==> src/rtl/uart_rx_buffer_if.sv <==
// rtl/uart_rx_buffer_if.sv - serial input, pop/clear controls and FIFO/status outputs of the UART receive buffer
interface uart_rx_buffer_if #(
    parameter int DEPTH = 4
) ();
    localparam int CW = $clog2(DEPTH) + 1;

    logic          rx_serial;
    logic          rd_en;
    logic          clr_flags;
    logic [31:0]   rdata;
    logic          empty;
    logic          full;
    logic [CW-1:0] count;
    logic          byte_valid;
    logic          framing_err;
    logic          overflow;

    // Driver side: owns the serial line and the pop/clear controls
    modport master (
        output rx_serial, rd_en, clr_flags,
        input  rdata, empty, full, count, byte_valid, framing_err, overflow
    );

    // Receiver side
    modport slave (
        input  rx_serial, rd_en, clr_flags,
        output rdata, empty, full, count, byte_valid, framing_err, overflow
    );
endinterface

==> src/rtl/uart_rx_buffer.sv <==
// rtl/uart_rx_buffer.sv - 8N1 UART receiver assembling little-endian 32-bit words into a FWFT FIFO
module uart_rx_buffer #(
    parameter int CLKS_PER_BIT = 434,
    parameter int DEPTH        = 4
) (
    input  logic            clk_uart,
    input  logic            reset,
    uart_rx_buffer_if.slave bus
);
    localparam int CNT_W = $clog2(CLKS_PER_BIT);
    localparam int PTR_W = $clog2(DEPTH);
    localparam logic [CNT_W-1:0] HALF_LAST  = CNT_W'(CLKS_PER_BIT / 2 - 1);
    localparam logic [CNT_W-1:0] BIT_LAST   = CNT_W'(CLKS_PER_BIT - 1);
    localparam logic [PTR_W:0]   COUNT_FULL = (PTR_W + 1)'(DEPTH);

    typedef enum logic [1:0] {
        S_IDLE,
        S_START,
        S_DATA,
        S_STOP
    } state_t;

    // Synchroniser and receiver state
    logic [1:0]       r_sync;
    state_t           r_state;
    logic [CNT_W-1:0] r_cnt;
    logic [2:0]       r_bidx;
    logic [7:0]       r_sh;

    // Word assembly and status
    logic [1:0]       r_bi;
    logic [23:0]      r_word;
    logic             r_byte_valid;
    logic             r_framing_err;
    logic             r_overflow;

    // FIFO storage
    logic [31:0]      r_mem [DEPTH];
    logic [PTR_W-1:0] r_wr_ptr;
    logic [PTR_W-1:0] r_rd_ptr;
    logic [PTR_W:0]   r_count;

    // Combinational next-state and events
    logic             w_rxs;
    state_t           w_state_nx;
    logic [CNT_W-1:0] w_cnt_nx;
    logic [2:0]       w_bidx_nx;
    logic [7:0]       w_sh_nx;
    logic             w_good;
    logic             w_ferr;
    logic             w_empty;
    logic             w_full;
    logic             w_push;
    logic             w_pop;
    logic             w_push_ok;
    logic             w_ovf_set;
    logic [31:0]      w_word_done;

    assign w_rxs = r_sync[1];

    // Two-flop synchroniser on the asynchronous serial line; idles high
    always_ff @(posedge clk_uart) begin
        if (reset) begin
            r_sync <= 2'b11;
        end else begin
            r_sync <= {r_sync[0], bus.rx_serial};
        end
    end

    // Receiver state register
    always_ff @(posedge clk_uart) begin
        if (reset) begin
            r_state <= S_IDLE;
            r_cnt   <= '0;
            r_bidx  <= '0;
            r_sh    <= '0;
        end else begin
            r_state <= w_state_nx;
            r_cnt   <= w_cnt_nx;
            r_bidx  <= w_bidx_nx;
            r_sh    <= w_sh_nx;
        end
    end

    // Receiver next-state: half-bit start check, mid-bit data and stop sampling
    always_comb begin
        w_state_nx = r_state;
        w_cnt_nx   = r_cnt;
        w_bidx_nx  = r_bidx;
        w_sh_nx    = r_sh;
        w_good     = 1'b0;
        w_ferr     = 1'b0;
        case (r_state)
            S_IDLE: begin
                if (!w_rxs) begin
                    w_state_nx = S_START;
                    w_cnt_nx   = '0;
                end
            end
            S_START: begin
                if (r_cnt == HALF_LAST) begin
                    w_cnt_nx = '0;
                    if (!w_rxs) begin
                        w_state_nx = S_DATA;
                        w_bidx_nx  = '0;
                    end else begin
                        // Line went back high before mid start bit: a glitch
                        w_state_nx = S_IDLE;
                    end
                end else begin
                    w_cnt_nx = r_cnt + CNT_W'(1);
                end
            end
            S_DATA: begin
                if (r_cnt == BIT_LAST) begin
                    w_cnt_nx = '0;
                    w_sh_nx  = {w_rxs, r_sh[7:1]};
                    if (r_bidx == 3'd7) begin
                        w_state_nx = S_STOP;
                    end else begin
                        w_bidx_nx = r_bidx + 3'd1;
                    end
                end else begin
                    w_cnt_nx = r_cnt + CNT_W'(1);
                end
            end
            S_STOP: begin
                if (r_cnt == BIT_LAST) begin
                    w_cnt_nx   = '0;
                    w_state_nx = S_IDLE;
                    if (w_rxs) begin
                        w_good = 1'b1;
                    end else begin
                        w_ferr = 1'b1;
                    end
                end else begin
                    w_cnt_nx = r_cnt + CNT_W'(1);
                end
            end
            default: begin
                w_state_nx = S_IDLE;
                w_cnt_nx   = '0;
            end
        endcase
    end

    assign w_empty     = (r_count == '0);
    assign w_full      = (r_count == COUNT_FULL);
    assign w_word_done = {r_sh, r_word};
    assign w_push      = w_good && (r_bi == 2'd3);
    assign w_pop       = bus.rd_en && !w_empty;
    // A pop on the same edge frees the slot the push needs
    assign w_push_ok   = w_push && (!w_full || w_pop);
    assign w_ovf_set   = w_push && w_full && !w_pop;

    // Byte placement into the word, byte_valid pulse and sticky flags
    always_ff @(posedge clk_uart) begin
        if (reset) begin
            r_bi          <= '0;
            r_word        <= '0;
            r_byte_valid  <= 1'b0;
            r_framing_err <= 1'b0;
            r_overflow    <= 1'b0;
        end else begin
            r_byte_valid <= w_good;
            if (w_good) begin
                case (r_bi)
                    2'd0:    r_word[7:0]   <= r_sh;
                    2'd1:    r_word[15:8]  <= r_sh;
                    2'd2:    r_word[23:16] <= r_sh;
                    default: ;
                endcase
                r_bi <= r_bi + 2'd1;
            end else if (w_ferr) begin
                // A bad frame poisons the whole partial word
                r_bi <= '0;
            end

            if (w_ferr) begin
                r_framing_err <= 1'b1;
            end else if (bus.clr_flags) begin
                r_framing_err <= 1'b0;
            end

            if (w_ovf_set) begin
                r_overflow <= 1'b1;
            end else if (bus.clr_flags) begin
                r_overflow <= 1'b0;
            end
        end
    end

    // Word FIFO: pointers wrap naturally since DEPTH is a power of two
    always_ff @(posedge clk_uart) begin
        if (reset) begin
            for (int i = 0; i < DEPTH; i++) begin
                r_mem[i] <= '0;
            end
            r_wr_ptr <= '0;
            r_rd_ptr <= '0;
            r_count  <= '0;
        end else begin
            if (w_push_ok) begin
                r_mem[r_wr_ptr] <= w_word_done;
                r_wr_ptr        <= r_wr_ptr + PTR_W'(1);
            end
            if (w_pop) begin
                r_rd_ptr <= r_rd_ptr + PTR_W'(1);
            end
            case ({w_push_ok, w_pop})
                2'b10:   r_count <= r_count + (PTR_W + 1)'(1);
                2'b01:   r_count <= r_count - (PTR_W + 1)'(1);
                default: ;
            endcase
        end
    end

    assign bus.rdata       = r_mem[r_rd_ptr];
    assign bus.empty       = w_empty;
    assign bus.full        = w_full;
    assign bus.count       = r_count;
    assign bus.byte_valid  = r_byte_valid;
    assign bus.framing_err = r_framing_err;
    assign bus.overflow    = r_overflow;
endmodule

==> src/flat_wrapper.sv <==
// flat-port wrapper written by rule: the top's interface ports become plain ports
module uart_rx_buffer_flat 
#(
    parameter int CLKS_PER_BIT = 434,
    parameter int DEPTH        = 4
)
  (clk_uart, reset, bus_rx_serial, bus_rd_en, bus_clr_flags, bus_rdata, bus_empty, bus_full, bus_count, bus_byte_valid, bus_framing_err, bus_overflow);
  uart_rx_buffer_if #(.DEPTH(DEPTH)) bus_i ();
  input  logic clk_uart;
  input  logic reset;
  input wire logic [$bits(bus_i.rx_serial)-1:0] bus_rx_serial;
  input wire logic [$bits(bus_i.rd_en)-1:0] bus_rd_en;
  input wire logic [$bits(bus_i.clr_flags)-1:0] bus_clr_flags;
  output wire logic [$bits(bus_i.rdata)-1:0] bus_rdata;
  output wire logic [$bits(bus_i.empty)-1:0] bus_empty;
  output wire logic [$bits(bus_i.full)-1:0] bus_full;
  output wire logic [$bits(bus_i.count)-1:0] bus_count;
  output wire logic [$bits(bus_i.byte_valid)-1:0] bus_byte_valid;
  output wire logic [$bits(bus_i.framing_err)-1:0] bus_framing_err;
  output wire logic [$bits(bus_i.overflow)-1:0] bus_overflow;
  assign bus_i.rx_serial = bus_rx_serial;
  assign bus_i.rd_en = bus_rd_en;
  assign bus_i.clr_flags = bus_clr_flags;
  assign bus_rdata = bus_i.rdata;
  assign bus_empty = bus_i.empty;
  assign bus_full = bus_i.full;
  assign bus_count = bus_i.count;
  assign bus_byte_valid = bus_i.byte_valid;
  assign bus_framing_err = bus_i.framing_err;
  assign bus_overflow = bus_i.overflow;
  uart_rx_buffer #(.CLKS_PER_BIT(CLKS_PER_BIT), .DEPTH(DEPTH)) u_core (.clk_uart(clk_uart), .reset(reset), .bus(bus_i));
endmodule
==> config.mk <==
export PLATFORM = sky130hd
export DESIGN_NAME = uart_rx_buffer_flat
export DESIGN_NICKNAME = d
export VERILOG_FILES = /design/src/rtl/uart_rx_buffer_if.sv /design/src/rtl/uart_rx_buffer.sv /design/src/flat_wrapper.sv
export SDC_FILE = /design/constraint.sdc
export NUM_CORES = 1
export LEC_CHECK = 0
export ABC_AREA = 0
export BUFFER_PORTS_ARGS = -buffer_cell sky130_fd_sc_hd__buf_4
export CORE_MARGIN = 2
export CORE_UTILIZATION = 45
export CTS_BUF_LIST = sky130_fd_sc_hd__clkbuf_4 sky130_fd_sc_hd__clkbuf_8
export CTS_CLUSTER_DIAMETER = 80
export CTS_CLUSTER_SIZE = 14
export DETAILED_ROUTE_END_ITERATION = 10
export PLACE_DENSITY_LB_ADDON = 0.12
export SLEW_MARGIN = 10
export SYNTH_ARGS = -nofsm -noshare
export SYNTH_HDL_FRONTEND = slang
export SYNTH_SLANG_ARGS = --single-unit
==> constraint.sdc <==
create_clock -name clk_uart -period 7.4 [get_ports clk_uart]
set_clock_uncertainty 0.2 [all_clocks]
set_input_delay 0.74 -clock clk_uart [delete_from_list [all_inputs] [get_ports clk_uart]]
set_output_delay 0.74 -clock clk_uart [all_outputs]
set_load 0.005 [all_outputs]
======== Word-level counts from Yosys, hierarchy flattened ========
Memories as Yosys holds them, arrays and structs flattened. A register that Yosys moved wholly into a read port is not among the register bits.
Cells that the tools add are included.
operators by class
  add/sub/neg operators ................... 7
  equal/unequal tests ..................... 19
  muxes and demuxes ....................... 38
  reduce and logical (&&, ||, !) cells .... 25
operator list
  operator                                                                 number
  32-bit 2-to-1 mux                                                        1
  32-bit OR reduction                                                      1
  9-bit 2-to-1 mux                                                         3
  9-bit case mux with 3 select lines                                       1
  2-bit 2-to-1 mux                                                         11
  1-bit 2-to-1 mux                                                         15
  3-bit 2-to-1 mux                                                         4
  3-bit case mux with 2 select lines                                       2
  2-bit == test, second input constant                                     5
  5-bit AND reduction                                                      2
  2-bit nonzero test                                                       5
  9-bit by 1-bit adder with 9-bit output, second input constant            1
  9-bit by 8-bit == test with 1-bit output, second input constant          1
  9-bit == test, second input constant                                     1
  2-bit by 1-bit inequality test with 1-bit output, second input constant  4
  2-bit case mux with 4 select lines                                       1
  2-bit AND reduction                                                      4
  2-bit by 1-bit adder with 2-bit output, second input constant            3
  3-bit by 1-bit adder with 3-bit output, second input constant            2
  2-bit by 1-bit == test with 1-bit output, second input constant          3
  3-bit == test, second input constant                                     2
  2-bit inequality test, second input constant                             3
  1-bit logical AND                                                        5
  2-bit zero test                                                          2
  other kinds (5)                                                          7
storage, ports and cells
  register bits after elaboration ......... 60
  RAM bits ................................ 128
  input bits .............................. 5
  output and inout bits ................... 40
  word-level logic and storage cells ...... 105
  memories ................................ 1
memory list
  name          depth  width  read ports  clocked after memory_dff  write ports  RTL line              source
  u_core.r_mem  4      32     1           1                         4            uart_rx_buffer.sv:38  logic [31:0] r_mem [DEPTH];

======== Longest topological paths before layout ========
Gate-level depths: netlist (run 1).
  word-level depth ........................ 10
  depth in mapped cells ................... 13
  mapped depth without buffers ............ 12

======== Worst setup path before layout (run 1) ========
No wires, ideal clock.
  path kind ............................... reg2reg
  from .................................... register u_core.r_cnt[0]
  to ...................................... memory u_core.r_mem[0][0], enable pin
  library setup time ...................... 428 ps
  arrival time ............................ 3047 ps
  data required time ...................... 6772 ps
  slack ................................... 3726 ps
  cell stages (with the launch flop) ...... 7
  path buffers ............................ 1
  clock period less this slack ............ 3674 ps
  cells stage by stage .................... dfxtp_1 ha_1 and4b_1 nand4_4 buf_4 or3_1 o21bai_1
RTL lines
  element                 RTL line              source
  from (decl)             uart_rx_buffer.sv:26  logic [CNT_W-1:0] r_cnt;
  from (signal assigned)  uart_rx_buffer.sv:79  r_cnt <= w_cnt_nx;
  to (decl)               uart_rx_buffer.sv:38

==> results of run 1 <==
area by class of cell:
cell class	count	area (um2)	area share, %
Clock buffer	19	262	2.80
Clock inverter	13	163	1.74
Tap cell	229	287	3.07
Sequential cell	190	5090	54.4
Inverter	13	48.8	0.522
Multi-Input combinational cell	385	3110	33.3
Timing Repair Buffer	51	383	4.10
metrics by stage:
stage | hold slack (ps) | instances | utilization (%) | instance area (um2)
finish | 216 | 900 | 51.5 | 9340
global route | 240 | 900 | 51.5 | 9340
CTS | 218 | 900 | 51.5 | 9340
detailed placement | 195 | 868 | 49.1 | 8920
global placement | 194 | 868 | 49.1 | 8920
floorplan | 189 | 625 | - | 8410
flip-flops by register name, summed over array words and instances, names as in the netlist, 2 cells and up, named ones only:
| signal | flops |
|---|---|
| u_core.r_mem | 128 |
| u_core.r_word | 24 |
| u_core.r_cnt | 9 |
| u_core.r_sh | 8 |
| u_core.bus.count | 3 |
| u_core.r_bidx | 3 |
| u_core.r_bi | 2 |
| u_core.r_rd_ptr | 2 |
| u_core.r_sync | 2 |
| u_core.r_wr_ptr | 2 |
critical path, stage by stage, from the launching register on:
cell,delay (ps)
dfxtp_2,320
buf_4,570
mux4_2,630
buf_4,160
power by group through the flow:
stage | clock network (uW) | registers, uW | logic [uW]
6_report | 722 | 1160 | 55.9
5_1_grt | 781 | 1170 | 60.5
4_1_cts | 741 | 1160 | 57.4
2_1_floorplan | 0 | 1180 | 34.6
3_5_place_dp | 0 | 1190 | 57.4
3_3_place_gp | 0 | 1190 | 56.9
per-layer routing:
layer / up-vias / GRT usage [%] / wire (um)
li1: 2328 / - / -
met1: 2497 / 24.7 / 7970
met2: 82 / 30.7 / 8780
met3: 17 / 3.50 / 446
met4: 0 / 6.21 / 234
met5: - / 0 / 0
cells in the final DEF (no fill, tap or decap), types with 6 or more instances in the layout:
cell type	n
nand2_1	30
nor2_1	12
ha_1	10
mux2i_1	24
dfxtp_1	61
edfxtp_1	128
inv_1	13
nor3_1	6
a21oi_1	26
clkbuf_8	19
and2_1	128
mux4_2	32
buf_4	51
nand2b_1	33
worst max path at each step:
stage / from / end / slack [ps] / cells after the start
global route: u_core.r_cnt[0]$_SDFFE_PP0P_ / u_core.r_mem[1][29]$_SDFFCE_PN0P_ / 4110 / 5
global placement: bus_rd_en / u_core.bus.count[2]$_SDFFE_PP0P_ / 4140 / 11
detailed placement: bus_rd_en / u_core.bus.count[2]$_SDFFE_PP0P_ / 4030 / 11
CTS: flip-flop / bus_rdata[31] / 4200 / 3
floorplan: u_core.r_cnt[0]$_SDFFE_PP0P_ / u_core.r_mem[0][0]$_SDFFCE_PN0P_ / 3730 / 6
finish: flip-flop / bus_rdata[31] / 4290 / 3
cell families (layout without fill, tap and decap cells):
family	Yosys count	count (layout)	share of synthesized area, %
flip-flops	190	190	60.5
adder cells (fa/ha/maj)	11	11	1.73
AO/OA/AOI/OAI	58	58	4.38
XOR/XNOR	4	4	0.417
AND/OR/NAND/NOR	256	256	18.7
multiplexers	56	56	11.4
buffers and inverters	50	96	2.83
==> impl_metrics.py, run 1 <==
metrics = {
    "timing": {
        "finalSetupTns_ps": 0,
        "clock.fmax_ghz": 0.321,
        "final-setup-viol-count": 0,
        "fin_crit_sh_pct": 42.0,
        "min_period_ps": 3110,
        "rsz0062_at_grt": "false",
        "maxSlewHeadroom_pct": 28.5,
        "hold_viol_final": 0,
        "worst_pin_slew_ps": 1070,
        "drv_slew": 0,
        "worst_slack_ps": 4290,
    },
    "power_and_ir_drop": {
        "swShare_pct": 21.1,
        "seq_power_share_pct": 59.9,
        "switching_power_uw": 410,
        "pwr-share-comb_pct": 2.9,
        "clock_power_share_pct": 37.2,
        "power_density_nw_per_um2": 208,
        "irDropWorstVdd_mv": 0.102,
        "internal_power_uw": 1530,
        "p_leak_uw": 0.00339,
        "total_power_uw": 1940,
    },
    "floorplanning": {
        "core_area_um2": 18100,
        "pin_count": 45,
        "die_w_um": 141,
        "start_util_pct": 46.3,
        "die_h_um": 141,
        "dieArea_um2": 19800,
        "core.rowCount": 49,
    },
    "grt": {
        "grt_pass1_wl_um": 28100,
        "grt.overflow.total": 0,
        "grt_max_degree": 79,
        "grt_pass1_vias": 5055,
        "antenna_found_initial": 0,
        "globalRouteTotalUtil_pct": 18.5,
    },
    "flow_run": {
        "maxCapViolCount": 0,
    },
    "route": {
        "ant_nets": 0,
        "wirelength_um": 17400,
        "initialDrtViolationCount": 265,
        "vias_per_cell": 5.47,
        "drc_errors": 0,
        "firstDrtPassIters": 4,
        "wl_per_cell_um": 19.4,
        "num_vias": 4924,
    },
    "critical_path": {
        "arrival_ps": 2170,
        "reg2reg_from": "u_core.r_cnt[0]$_SDFFE_PP0P_",
        "crit_required_ps": 6460,
        "cp-end-kind": "output port",
        "rr_worst_depth": 5,
        "critPathKind": "flip-flop to output port",
        "start_kind": "flip-flop",
        "regToRegEndpoint": "u_core.r_mem[1][4]$_SDFFCE_PN0P_",
        "reg2reg_slack_ps": 4340,
        "worstPathMaxFanout": 32,
    },
    "yosys": {
        "synth_top_area_share_pct": 45.7,
        "synthFlopType": "edfxtp_1",
        "netlist_instances": 625,
        "ys_ff_latch": 190,
        "synth_edf_count": 128,
        "ys_warn_count": 0,
        "synth_top_area_cell": "edfxtp_1",
        "synthTopCellsByCount": "and2_1, edfxtp_1, dfxtp_1, nand2b_1, mux4_2",
        "synth.cell_area_um2": 8410,
        "async_flop_share_pct": 0,
        "synth_nets": 641,
        "syn_avg_cell_area_um2": 13.4,
        "yosys-top-cells-area": "edfxtp_1, dfxtp_1, and2_1",
        "synth_cell_type_count": 56,
        "ys_seq_area_share_pct": 60.5,
    },
    "hold_path": {
        "hold_path.class": "flip-flop to flip-flop",
        "hold_end": "u_core.r_sync[1]$_SDFF_PP1_",
        "whs_path_depth": 1,
        "hp-start": "u_core.r_sync[0]$_SDFF_PP1_",
    },
    "clocking": {
        "root_buffer": "clkbuf_8",
        "clockBufferDepth": 2,
        "clkTransAtPathRegs_ps": 90,
        "cts_resized": 0,
        "numCtsBuffers": 17,
        "cts.sinks": 190,
        "clock_latency_ps": 460,
        "cts_hold_buf": 0,
        "cts_tree": "done",
        "cts_setup_buffers": 0,
        "h-tree-depth": 4,
    },
    "layout": {
        "antenna_cells": 0,
        "n_fill_cell": 1603,
        "drive_above_1_share_pct": 19.7,
        "area_growth_pct": 11.1,
        "finalNetCount": 674,
    },
    "run_status": {
        "outcome": "complete, no violations",
    },
    "place": {
        "gp_congestion": 0.810,
        "hpwl_um": 10000,
        "io_buffer_count": 44,
        "place_ws_ps": 4030,
    },
}
Power figures use the tool's default switching activity.
==> run 2, diff against run 1 <==
==> constraint.sdc (replaced) <==
create_clock -name clk_uart -period 3.26 [get_ports clk_uart]
set_clock_uncertainty 0.2 [all_clocks]
set_input_delay 0.326 -clock clk_uart [delete_from_list [all_inputs] [get_ports clk_uart]]
set_output_delay 0.326 -clock clk_uart [all_outputs]
set_load 0.005 [all_outputs]
==> run 2 against run 1 <==
Global-route usage fell by 0.37 points. Sequential cell count did not move. Clock power rose by 120%. Worst hold slack got worse by 110 ps. Critical path type is now flip-flop to flip-flop. Largest cell class unchanged. Combinational power rose to 2.5 times the previous value.
==> impl_metrics.py, run 2 (synthesis results as in run 1) <==
metrics = {
    "floorplanning": {
        "pin_count": 45,
        "core.rowCount": 49,
        "core_area_um2": 18100,
        "start_util_pct": 46.3,
        "dieArea_um2": 19800,
        "die_h_um": 141,
        "die_w_um": 141,
    },
    "place": {
        "gp_congestion": 0.747,
        "placed_area_um2": 9010,
        "place_inst": 874,
        "io_buffer_count": 44,
        "hpwl_um": 10200,
    },
    "route": {
        "drc_errors": 0,
        "wl_met3_um": 417,
        "wl_per_cell_um": 19.2,
        "firstDrtPassIters": 4,
        "num_vias": 4868,
        "wirelength_um": 17400,
        "ant_nets": 0,
        "initialDrtViolationCount": 214,
        "vias_per_cell": 5.36,
        "wl_met2_um": 8950,
        "wl_met1_um": 7870,
        "highest_layer": "met4",
    },
    "critical_path": {
        "cp-end-kind": "flip-flop",
        "crit_required_ps": 3450,
        "critPathKind": "flip-flop to flip-flop",
        "crit_path_cell_trace": "or4b_1 > nand3_2 > nor2_1 > inv_1 > ha_1 > inv_1 > fa_1 > xor2_1 > or3_1 > a21oi_1",
        "cpMaxStageDelayCell": "or4b_1",
        "cpPeakStageDelay_ps": 590,
        "reg2reg_from": "u_core.bus.count[0]$_SDFFE_PP0P_",
        "path_buf_inv": 2,
        "crit_family": "simple AND/OR/NAND/NOR gates",
        "arrival_ps": 2880,
        "worstPathMaxFanout": 6,
        "start_kind": "flip-flop",
        "cpMostUsedCell": "inv_1",
        "cp-startpoint": "u_core.bus.count[0]$_SDFFE_PP0P_",
    },
    "grt": {
        "globalRouteTotalUtil_pct": 18.1,
        "grt_pass1_vias": 4911,
        "antenna_found_initial": 0,
        "grt_max_degree": 79,
        "grt.overflow.total": 0,
        "grt_pass1_wl_um": 27300,
    },
    "power_and_ir_drop": {
        "switching_power_uw": 934,
        "p_leak_uw": 0.00344,
        "swShare_pct": 21.3,
        "clock_power_share_pct": 36.5,
        "seq_power_share_pct": 60.2,
        "irDropWorstVdd_mv": 0.274,
        "total_power_uw": 4380,
        "power_density_nw_per_um2": 464,
        "pwr-share-comb_pct": 3.2,
        "internal_power_uw": 3450,
    },
    "clocking": {
        "root_buffer": "clkbuf_8",
        "cts_resized": 0,
        "h-tree-depth": 4,
        "cts.sinks": 190,
        "clockBufferDepth": 2,
        "cts_setup_buffers": 0,
        "cts_hold_buf": 2,
        "clkTransAtPathRegs_ps": 90,
        "numCtsBuffers": 17,
        "cts_tree": "done",
        "clock_latency_ps": 460,
    },
    "hold_path": {
        "hold_path.class": "primary input to flip-flop",
        "hp-start": "bus_rd_en",
    },
    "layout": {
        "layout_common_cells": "and2_1, edfxtp_1, dfxtp_1",
        "finalNetCount": 682,
        "postLayoutCoreUtil_pct": 52.0,
        "drive_above_1_share_pct": 20.3,
        "fin_cells": 908,
        "area_growth_pct": 12.4,
        "antenna_cells": 0,
        "largest_register_ff_count": 128,
        "fin_area_um2": 9440,
        "largest_registers": "u_core.r_mem x128, u_core.r_word x24, u_core.r_cnt x9",
        "largest-register": "u_core.r_mem",
    },
    "flow_run": {
        "maxCapViolCount": 0,
    },
    "timing": {
        "fin_crit_sh_pct": 82.6,
        "min_period_ps": 2690,
        "drv_slew": 0,
        "final-setup-viol-count": 0,
        "clock.fmax_ghz": 0.371,
        "finalSetupTns_ps": 0,
        "hold_viol_final": 0,
        "rsz0062_at_grt": "false",
        "worst_pin_slew_ps": 1120,
        "maxSlewHeadroom_pct": 25.3,
    },
    "run_status": {
        "outcome": "complete, no violations",
    },
}
[run 2: cell count changes in the layout (fill, tap and decap cells not counted)]
cell / before / now
buf_4: 51 / 53
clkinvlp_4: 2 / 3
buf_12: 0 / 4
inv_6: 2 / 0
clkinvlp_2: 0 / 1
clkinv_4: 3 / 5
clkbuf_8: 19 / 17
dlygate4sd3_1: 0 / 2
clkbuf_4: 0 / 1
clkinv_2: 2 / 1
[run 2: power groups by stage]
stage	clock [uW]	sequential, uW	combinational [uW]
floorplan	0	2690	78.9
global placement	0	2690	141
detailed placement	0	2700	144
CTS	1630	2640	146
global route	1710	2650	152
finish	1600	2640	141
[run 2: worst paths after layout]
kind,slack (ps),cells after the start,to
max,570,10,u_core.bus.count[2]$_SDFFE_PP0P_
min reg2reg,220,1,u_core.r_sync[1]$_SDFF_PP1_
min,110,4,u_core.bus.overflow$_SDFFE_PP0P_
max reg2reg,570,10,u_core.bus.count[2]$_SDFFE_PP0P_
[run 2: metal layers]
metal | vias to the layer above | track usage (%)
li1 | 2333 | -
met1 | 2454 | 22.7
met2 | 66 | 32.1
met3 | 15 | 3.43
met4 | 0 | 5.32
met5 | - | 0
[run 2: layout make-up]
type                       instances  area, um2
timing repair buffer              59        498
multi-input combinational        385       3110
tap                              229        287
clock buffer                      18        241
fill                            1558       8700
clock inverter                    14        170
inverter                          13       48.8
sequential                       190       5090
[run 2: per-stage QoR]
stage,setup WS (ps),hold slack [ps]
2_1_floorplan,254,189
4_1_cts,525,75.1
3_3_place_gp,629,192
6_report,566,109
5_1_grt,365,109
3_5_place_dp,581,197
[run 2: worst register-to-register path, cell delays in order (launching register included)]
cell	delay [ps]
dfxtp_1	370
or4b_1	590
nand3_2	110
nor2_1	60
inv_1	60
ha_1	180
inv_1	60
fa_1	370
xor2_1	160
or3_1	310
a21oi_1	140
==> run 3, diff against run 2 <==
==> constraint.sdc (replaced) <==
create_clock -name clk_uart -period 2.8 [get_ports clk_uart]
set_clock_uncertainty 0.2 [all_clocks]
set_input_delay 0.28 -clock clk_uart [delete_from_list [all_inputs] [get_ports clk_uart]]
set_output_delay 0.28 -clock clk_uart [all_outputs]
set_load 0.005 [all_outputs]
==> run 3 against run 2 <==
Cell area rose by 1.6%. Clock-buffer cell count rose by 1. First-iteration DRC count rose by 48%. Global-route usage rose by 0.21 points. Clock power rose by 24%. Sequential power rose by 16%. Core utilization rose by 0.83 points. Die area did not move. Fmax rose by 1.5%. Via count rose by 1.6%. Routed wire length fell by 0.55%. Largest power group unchanged.
==> impl_metrics.py, run 3 (synthesis results as in run 1) <==
metrics = {
    "critical_path": {
        "critPathKind": "flip-flop to flip-flop",
        "arrival_ps": 2850,
        "crit_family": "simple AND/OR/NAND/NOR gates",
        "worstPathMaxFanout": 7,
        "crit_path_cell_trace": "or4b_1 > nand3_2 > nor2_1 > inv_1 > ha_2 > inv_1 > fa_1 > xor2_1 > or3_1 > a21oi_1",
        "path_buf_inv": 2,
        "start_kind": "flip-flop",
        "crit_required_ps": 3000,
        "cpPeakStageDelay_ps": 490,
        "cpMostUsedCell": "inv_1",
        "cpMaxStageDelayCell": "or4b_1",
        "cp-end-kind": "flip-flop",
    },
    "layout": {
        "n_fill_cell": 1542,
        "antenna_cells": 0,
        "largest-register": "u_core.r_mem",
        "multi_input_area_um2": 3120,
        "largest_registers": "u_core.r_mem x128, u_core.r_word x24, u_core.r_cnt x9",
        "seqCellArea_um2": 5090,
        "layout_common_cells": "and2_1, edfxtp_1, dfxtp_1",
        "largest_register_ff_count": 128,
        "area_growth_pct": 14.1,
        "finalNetCount": 687,
        "drive_above_1_share_pct": 21.3,
    },
    "route": {
        "initialDrtViolationCount": 317,
        "wirelength_um": 17300,
        "firstDrtPassIters": 6,
        "ant_nets": 0,
        "drc_errors": 0,
        "num_vias": 4947,
        "vias_per_cell": 5.42,
        "wl_per_cell_um": 19.0,
    },
    "timing": {
        "final-setup-viol-count": 0,
        "finalSetupTns_ps": 0,
        "worst_pin_slew_ps": 693,
        "drv_slew": 0,
        "clock.fmax_ghz": 0.377,
        "maxSlewHeadroom_pct": 53.8,
        "rsz0062_at_grt": "false",
        "fin_crit_sh_pct": 94.7,
        "min_period_ps": 2650,
        "hold_viol_final": 0,
    },
    "clocking": {
        "numCtsBuffers": 17,
        "clock_latency_ps": 460,
        "clockBufferDepth": 2,
        "cts.sinks": 190,
        "h-tree-depth": 4,
        "cts_tree": "done",
        "clkTransAtPathRegs_ps": 100,
        "root_buffer": "clkbuf_8",
    },
    "hold_path": {
        "hold_path.class": "primary input to flip-flop",
    },
    "floorplanning": {
        "die_h_um": 141,
        "start_util_pct": 46.3,
        "core_area_um2": 18100,
        "die_w_um": 141,
        "pin_count": 45,
        "dieArea_um2": 19800,
        "core.rowCount": 49,
    },
    "power_and_ir_drop": {
        "total_power_uw": 5240,
        "clock_power_share_pct": 38.1,
        "internal_power_uw": 4140,
        "power_density_nw_per_um2": 546,
        "p_leak_uw": 0.00349,
        "seq_power_share_pct": 58.7,
        "irDropWorstVdd_mv": 0.313,
        "switching_power_uw": 1100,
        "pwr-share-comb_pct": 3.3,
        "swShare_pct": 20.9,
    },
    "grt": {
        "grt_pass1_wl_um": 28000,
        "grt_max_degree": 54,
        "globalRouteTotalUtil_pct": 18.3,
        "grt.overflow.total": 0,
        "antenna_found_initial": 0,
        "grt_pass1_vias": 5209,
    },
    "place": {
        "hpwl_um": 10300,
        "io_buffer_count": 44,
        "gp_congestion": 0.789,
    },
    "run_status": {
        "outcome": "complete, no violations",
    },
    "flow_run": {
        "maxCapViolCount": 0,
    },
}
run 3: path summary, 6_finish.rpt:
path | startpoint | depth (start not counted) | endpoint | slack [ps]
max | u_core.bus.count[2]$_SDFFE_PP0P_ | 10 | u_core.bus.count[2]$_SDFFE_PP0P_ | 150
min | bus_rd_en | 4 | u_core.bus.overflow$_SDFFE_PP0P_ | 70
max reg2reg | u_core.bus.count[2]$_SDFFE_PP0P_ | 10 | u_core.bus.count[2]$_SDFFE_PP0P_ | 150
min reg2reg | u_core.r_sync[0]$_SDFF_PP1_ | 1 | u_core.r_sync[1]$_SDFF_PP1_ | 220
run 3: through the flow:
step / setup WS, ps / area (um2) / hold slack (ps) / instances / utilization (%)
2_1_floorplan: 114 / 8420 / 184 / 625 / -
3_3_place_gp: 217 / 9110 / 192 / 878 / 50.2
3_5_place_dp: 82.7 / 9110 / 198 / 878 / 50.2
4_1_cts: 50.0 / 9590 / 50.1 / 913 / 52.8
5_1_grt: 12.6 / 9590 / 60.9 / 913 / 52.9
6_report: 147 / 9590 / 65.4 / 913 / 52.9
run 3: area by class of cell:
class / count / area share, %
Timing Repair Buffer: 64 / 6.26
Inverter: 13 / 0.509
Multi-Input combinational cell: 385 / 32.6
Clock inverter: 13 / 1.98
Tap cell: 229 / 2.99
Sequential cell: 190 / 53.0
Clock buffer: 19 / 2.66
run 3: per-layer routing:
metal  share of wire [%]  vias to the layer above  GRT usage [%]  wire length [um]
met4                 1.3                        0           5.26               220
met3                 3.4                       16           3.63               586
li1                    -                     2347              -                 -
met1                  45                     2488           23.3              7770
met2                  51                       96           32.0              8760
met5                   0                        -              0                 0
run 3: timing repair:
action	CTS	global route
endpoints found under the hold margin	13	0
hold buffers	3	0
resized for setup	0	4
setup buffers	0	0
endpoints found under the setup margin	0	1
run 3: power groups by stage:
| stage | sequential (uW) | combinational [uW] | clock, uW |
|---|---|---|---|
| 2_1_floorplan | 3130 | 92.6 | 0 |
| 3_3_place_gp | 3130 | 170 | 0 |
| 3_5_place_dp | 3140 | 172 | 0 |
| 4_1_cts | 3070 | 175 | 2030 |
| 5_1_grt | 3080 | 184 | 2130 |
| 6_report | 3070 | 170 | 1990 |
run 3: tightest hold or removal path, stage by stage:
cell	delay [ps]
buf_4	90
or4b_1	130
or3b_2	130
o32ai_1	60
